`src/rtl/run_length_detector.sv`:
```
`default_nettype none
// ============================================================================
// Module   : run_length_detector
// Purpose  : Serial equal-run monitor. Samples w on edges where en=1 and
//            tracks the length of the current run of identical values.
//            z is asserted while the run length is at least RUN_LEN and the
//            run value is enabled by mode. The run value and a saturating
//            run count are also reported. Used as a line-idle / stuck-bit
//            monitor on a serial input path.
//
// Parameters
//   RUN_LEN  : qualifying run length, legal range 2 .. 2**CNT_W-1
//   CNT_W    : width of run_cnt
//
// Ports
//   clk      : in  1       rising-edge clock
//   rst_n    : in  1       synchronous reset, active-low
//   en       : in  1       sample qualifier (w consumed only when en=1)
//   w        : in  1       serial data bit
//   mode     : in  2       00 both values, 01 zeros only, 10 ones only,
//                          11 detection off (counting continues)
//   z        : out 1       registered detect flag
//   z_val    : out 1       value of the current run
//   run_cnt  : out CNT_W   current run length, saturating
//   run_hit  : out 1       one-cycle pulse on each 0->1 transition of z
//                          (only when RUN_DET_EVENT_EN is defined)
//
// Configuration macro
//   RUN_DET_EVENT_EN : adds the run_hit port and its register
//
// Revision : 1.0 - initial release
// ============================================================================
module run_length_detector #(
    parameter int RUN_LEN = 5,
    parameter int CNT_W   = 8
) (
    input  logic             clk,
    input  logic             rst_n,
    input  logic             en,
    input  logic             w,
    input  logic [1:0]       mode,
    output logic             z,
    output logic             z_val,
`ifdef RUN_DET_EVENT_EN
    output logic [CNT_W-1:0] run_cnt,
    output logic             run_hit
`else
    output logic [CNT_W-1:0] run_cnt
`endif
);

    localparam logic [CNT_W-1:0] c_cnt_max = {CNT_W{1'b1}};
    localparam logic [CNT_W-1:0] c_run_len = CNT_W'(RUN_LEN);

    localparam logic [1:0] c_mode_both = 2'b00;
    localparam logic [1:0] c_mode_zero = 2'b01;
    localparam logic [1:0] c_mode_one  = 2'b10;

    // ------------------------------------------------------------------
    // State registers
    // ------------------------------------------------------------------
    logic             r_have_prev;
    logic             r_last;
    logic [CNT_W-1:0] r_cnt;
    logic             r_z;

    // ------------------------------------------------------------------
    // Next-state logic
    // ------------------------------------------------------------------
    logic             w_have_prev_nxt;
    logic             w_last_nxt;
    logic [CNT_W-1:0] w_cnt_nxt;
    logic             w_qual;
    logic             w_z_nxt;

    always_comb begin
        w_have_prev_nxt = r_have_prev;
        w_last_nxt      = r_last;
        w_cnt_nxt       = r_cnt;
        if (en) begin
            // The first sample after reset always opens a new run, so the
            // reset value of r_last never counts as a "previous" sample.
            if (!r_have_prev || (w != r_last)) begin
                w_have_prev_nxt = 1'b1;
                w_last_nxt      = w;
                w_cnt_nxt       = {{(CNT_W-1){1'b0}}, 1'b1};
            end else if (r_cnt != c_cnt_max) begin
                w_cnt_nxt = r_cnt + 1'b1;
            end
        end
    end

    // Qualification looks at the run value that will be visible after this
    // edge, combined with the mode present now; a mode change alone is
    // therefore reflected on z at the next edge even while en=0.
    always_comb begin
        w_qual = 1'b0;
        case (mode)
            c_mode_both: w_qual = 1'b1;
            c_mode_zero: w_qual = ~w_last_nxt;
            c_mode_one:  w_qual = w_last_nxt;
            default:     w_qual = 1'b0;
        endcase
    end

    assign w_z_nxt = (w_cnt_nxt >= c_run_len) && w_qual;

    // ------------------------------------------------------------------
    // Sequential update
    // ------------------------------------------------------------------
    always_ff @(posedge clk) begin
        if (!rst_n) begin
            r_have_prev <= 1'b0;
            r_last      <= 1'b0;
            r_cnt       <= '0;
            r_z         <= 1'b0;
        end else begin
            r_have_prev <= w_have_prev_nxt;
            r_last      <= w_last_nxt;
            r_cnt       <= w_cnt_nxt;
            r_z         <= w_z_nxt;
        end
    end

    assign z       = r_z;
    assign z_val   = r_last;
    assign run_cnt = r_cnt;

`ifdef RUN_DET_EVENT_EN
    // Rising-edge detect on z, computed from next and current z so the
    // pulse lines up with the first cycle z is high.
    logic r_hit;

    always_ff @(posedge clk) begin
        if (!rst_n) begin
            r_hit <= 1'b0;
        end else begin
            r_hit <= w_z_nxt & ~r_z;
        end
    end

    assign run_hit = r_hit;
`endif

endmodule
`default_nettype wire
```
`config.mk`:
```
export PLATFORM = sky130hd
export DESIGN_NAME = run_length_detector
export DESIGN_NICKNAME = d
export VERILOG_FILES = /design/src/rtl/run_length_detector.sv
export SDC_FILE = /design/constraint.sdc
export NUM_CORES = 1
export LEC_CHECK = 0
export CORE_MARGIN = 2
export CORE_UTILIZATION = 49
export DETAILED_ROUTE_END_ITERATION = 16
export GPL_TIMING_DRIVEN = 0
export HOLD_SLACK_MARGIN = 0.03
export PLACE_DENSITY = 0.79
export SETUP_SLACK_MARGIN = 0.2
export SLEW_MARGIN = 20
export SYNTH_ARGS = -nofsm -noshare
export SYNTH_HDL_FRONTEND = slang
export SYNTH_SLANG_ARGS = --single-unit
```
`constraint.sdc`:
```
create_clock -name clk -period 4.3 [get_ports clk]
set_input_delay 0.43 -clock clk [delete_from_list [all_inputs] [get_ports clk]]
set_output_delay 0.43 -clock clk [all_outputs]
set_load 0.005 [all_outputs]
```
# Yosys cells after proc, flatten, opt, wreduce, memory -nomap -nowiden

Cells that the tools add are included.

Output and inout port bits: 10
Input bits: 6
Register bits after elaboration: 11
Word-level logic and storage cells: 22

$add $sub $neg: 1
Multiplexer cells: 6
Bitwise logic cells: 1
Equal/unequal tests: 4
Order comparisons: 1
Reductions and logical operators: 5

Operators with widths:

| kind                                                 | count |
|---|---|
| 2-to-1 mux 8 bit                                     | 3 |
| adder 8 x 1 -> 8 bit (second input constant)         | 1 |
| >= comparator 8 x 3 -> 1 bit (second input constant) | 1 |
| != test 8 bit (second input constant)                | 1 |
| one-hot mux 1 bit (3 select lines)                   | 1 |
| == test 2 x 1 -> 1 bit (second input constant)       | 1 |
| == test 2 bit (second input constant)                | 1 |
| zero test 2 bit                                      | 1 |
| 2-to-1 mux 1 bit                                     | 2 |
| AND reduction 2 bit                                  | 1 |
| logical AND 1 bit                                    | 1 |
| zero test 1 bit                                      | 1 |
| logical OR 1 bit                                     | 1 |
| != test 1 bit                                        | 1 |
| NOT 1 bit                                            | 1 |

# Depth between registers and ports, before layout

Word-level depth: 7
Depth in mapped cells: 6
Gate-level depth less buffers: 6

# Least setup slack after synthesis

OpenSTA, ideal clock, no wires.

Path kind: reg-to-reg
From: register r_cnt[0] (netlist: run_cnt[0])
To: register r_z (netlist: z)
Arrival time: 1573 ps
Slack: 2604 ps
Stages on the path, launching flop included: 7
Library setup time: 123 ps
Path buffers: 0
Cell sequence: dfxtp_1 > ha_1 > and3_4 > nand2_4 > a211o_1 > a311oi_1 > a21oi_1

Word-level cells in the longest chain between the ends: 6

RTL lines:

| what                                                  | RTL line | source |
|---|---|---|
| from (decl)                                           | 64       | `logic [CNT_W-1:0] r_cnt;` |
| from (signal assigned)                                | 120      | `r_cnt <= w_cnt_nxt;` |
| adder 8 x 1 -> 8 bit or != test 8 bit (tied branches) | 88, 87   |  |
| 2-to-1 mux 8 bit                                      | 87       | `end else if (r_cnt != c_cnt_max) begin` |
| 2-to-1 mux 8 bit                                      | 83       | `if (!r_have_prev \|\| (w != r_last)) begin` |
| 2-to-1 mux 8 bit (*)                                  | 80       | `if (en) begin` |
| >= comparator 8 x 3 -> 1 bit (*)                      | 106      | `assign w_z_nxt = (w_cnt_nxt >= c_run_len) && w_qual;` |
| logical AND 1 bit (*)                                 | 106      |  |
| to (signal assigned)                                  | 121      | `r_z <= w_z_nxt;` |
| to (decl)                                             | 65       | `logic r_z;` |

Mark *: on every way between the ends. The rest lies on a longest branch, timed or not.
A chain may end at the register's enable or synchronous reset.

# Final worst setup path

From: input port w
To: register r_z (netlist: z)

Word-level cells in the longest chain between the ends: 7

RTL lines:

| what                                                                                 | RTL line | source |
|---|---|---|
| from (decl)                                                                          | 40       | `input logic w,` |
| parallel branches: the longest is 6 deep, another holds >= comparator 8 x 3 -> 1 bit | --       |  |
| logical AND 1 bit (*)                                                                | 106      |  |

Mark *: on every way between the ends.

==> flow_summary_export.csv <==
group,metric,value,unit
floorplanning,die-area,1640,sq um
clock_network,cts_max_level,1,
logic_synthesis,ys.flop_type,"dfxtp_1",
timing,worst_pin_slew,496,ps
hold_path,hold_class,"flop to flop",
hold_path,startpoint_of_the_lowest_slack_hold_path,"run_cnt[0]",
clock_network,sinks_on_clock_net,11,
worst_setup_path,critPathBufInv,1,
finish,final_net_count,102,
clock_network,clock_tree_from_tritoncts,"done",
worst_setup_path,worst-r2r-setup-slack,2420,ps
logic_synthesis,synth_most_common_cell,"dfxtp_1",
worst_setup_path,timing.critical_path.cells,"clkdlybuf4s50_1, xnor2_1, a21boi_0, o22ai_1, a311oi_1, a21oi_1",
timing,rsz0062_at_grt,"false",
clock_network,clock_tree_buf_depth,2,
routing,finalWirelength,1490,microns
worst_setup_path,timing.critical_path.max_delay_family,"compound AO/OA/AOI/OAI gates",
worst_setup_path,path_max_fanout,5,
timing,hold_ws,565,ps
finish,finalNonFillerCells,109,
timing,timing.final.max_slew_violations,0,
hold_path,holdPathStages,2,
routing,routed_wire_length_per_instance,13.7,microns
logic_synthesis,synth_enable_flop_cells,0,
worst_setup_path,critPathLaunchType,"input pin",
finish,num_antenna_cells,0,
worst_setup_path,worst_setup_end_kind,"flop",
routing,remaining_drc_errors,0,
clock_network,clock-root-buffer,"clkbuf_4",
finish,layout.core_utilization,0.667,
routing,drt_pass1_iterations,4,
hold_path,min_to,"run_cnt[0]",
logic_synthesis,yosys.area.top_type,"dfxtp_1",
floorplanning,ioPinCount,16,
routing,route.vias.total,678,
logic_synthesis,synth.cell_area,651,sq um
power_and_ir_drop,totalPowerFinal,0.202,mW
clock_network,cts_repair_resize_count,0,
worst_setup_path,timing.setup.critical_path_class,"input pin to flop",
worst_setup_path,timing.critical_path.required,4460,ps
logic_synthesis,number_of_synthesized_register_bits,11,
power_and_ir_drop,p_leak,0.314,nW
finish,drive_gt1_frac,0.106,
clock_network,cts.hold.buffers_added,0,
finish,area_delta_synth_final,30.0,%
worst_setup_path,cp_slowest_cell,"a21boi_0",
timing,slew_headroom,0.667,
clock_network,clkLatencyLatePin,270,ps
worst_setup_path,ff2ff_path_depth,6,
worst_setup_path,timing.critical_path.slowest_cell_delay,460,ps
routing,route.antenna.remaining_nets,0,
clock_network,cts_made_buffers,3,
power_and_ir_drop,vdd_ir_drop_max,0.166,mV
routing,vias_per_cell,6.22,
worst_setup_path,worstSetupStartpoint,"w",
timing,worst_clock_skew,4.56,ps
global_route,grt_pass1_wl,2530,microns
global_route,first_global_vias,598,
floorplanning,die_w,40.4,microns
floorplanning,die_span_y,40.4,microns
timing,achievable-frequency,510,MHz
clock_network,clkTransAtPathRegs,70,ps
place,globalplace.congestion,0.828,
logic_synthesis,seq_area_frac_synth,0.338,
floorplanning,core.rowCount,13,
finish,postLayoutCellArea,846,sq um
place,numPortBuffers,15,
logic_synthesis,yosysWarningCount,0,
place,hpwlAfterDp,1090,microns
logic_synthesis,postSynthCellCount,75,
logic_synthesis,synth_top_cell_area_share,0.338,
logic_synthesis,synth.net_count,82,
floorplanning,start_util,0.513,
worst_setup_path,r2r_start,"run_cnt[0]",
timing,timing_hold_violations_final,0,
place,total_placed_instance_area,820,sq um
power_and_ir_drop,power-per-cell-area,239,nW/um^2
logic_synthesis,syn_area_per_cell,8.67,sq um
global_route,grt_max_degree,11,
timing,setup_ws,2340,ps
global_route,gr-total-overflow,0,
timing,min_period_over_period,0.456,
timing,min_tclk_post_route,1960,ps
worst_setup_path,reg_to_reg_end,"z",
run,cap_violations,0,
routing,drt_iter0_markers,15,
logic_synthesis,synth.area.top_cells,"dfxtp_1 34%, a21oi_1 5.4%, nand4_1 4.8%, and2_1 3.8%, nand3_1 3.8%",
timing,finalSetupViolations,0,
clock_network,postCtsSetupRepairBufs,0,
global_route,antenna_found_initial,0,
place,placed_insts,105,
timing,final.setup.tns,0,ps
logic_synthesis,synth_top_cells_by_count,"11 x dfxtp_1, 7 x a21oi_1, 5 x nand2_1, 5 x nand3_1, 5 x nand4_1",
floorplanning,core_area,1270,sq um
global_route,global_route.usage.total,0.237,
logic_synthesis,postSynth.asyncResetShare,0,
worst_setup_path,worst_ep_arrival_time,2120,ps
status,run_status,"completed",
place,dpl_worst_slack,2080,ps
logic_synthesis,netlist-cell-type-count,32,
==> state kept, by name, summed over array words and instances (netlist names) <==
| register | cells |
|---|---|
| r_have_prev | 1 |
| z | 1 |
| z_val | 1 |
| run_cnt | 8 |
==> logic make-up after synthesis <==
family / Yosys count / share of synthesized area
mux: 2 / 0.0308
xor+xnor: 1 / 0.0135
flops: 11 / 0.338
compound gates: 24 / 0.250
buf+inv: 5 / 0.0519
fa+ha+maj: 1 / 0.0192
simple gates: 31 / 0.296
==> worst reg2reg max path: cells and delay by family (launching register included) <==
kind / cells / cell delay, ps
compound gates: 3 / 660
fa+ha+maj: 1 / 290
flops: 1 / 480
simple gates: 2 / 340
==> worst max-delay path by stage <==
stage | end | cells after the start
2_1_floorplan | z | 6
3_3_place_gp | z | 6
3_5_place_dp | z | 6
4_1_cts | z | 6
5_1_grt | z | 6
6_report | z | 6
==> routing by layer <==
metal | routed length, microns | vias up | GRT usage
met5 | 0 | - | 0
met3 | 120 | 4 | 0.0500
met1 | 645 | 313 | 0.308
li1 | - | 331 | -
met4 | 29 | 0 | 0.125
met2 | 695 | 30 | 0.361
==> final cells by class <==
cell class                 instances  area [sq um]
fill                             121           423
clock buffer                       4          26.3
multi-input combinational         59           397
inverter                           2          7.51
sequential                        11           220
timing repair buffer              15           150
tap                               15          18.8
buffer                             3          26.3
==> where the power goes <==
part	switching, mW	total (mW)	internal (mW)
logic	0.0113	0.0247	0.0134
registers	0.00312	0.107	0.104
clock network	0.0342	0.0702	0.0359
==> layout by cell type, fill, tap and decap left out, types with 3 or more instances in the layout <==
master           count
nand2_1              5
clkbuf_4             3
nand3_1              5
and2_1               4
o21ai_0              4
nor3_1               3
a21oi_1              7
nand4_1              5
clkdlybuf4s50_1     15
dfxtp_1             11
(Power assumes the default switching activity.)
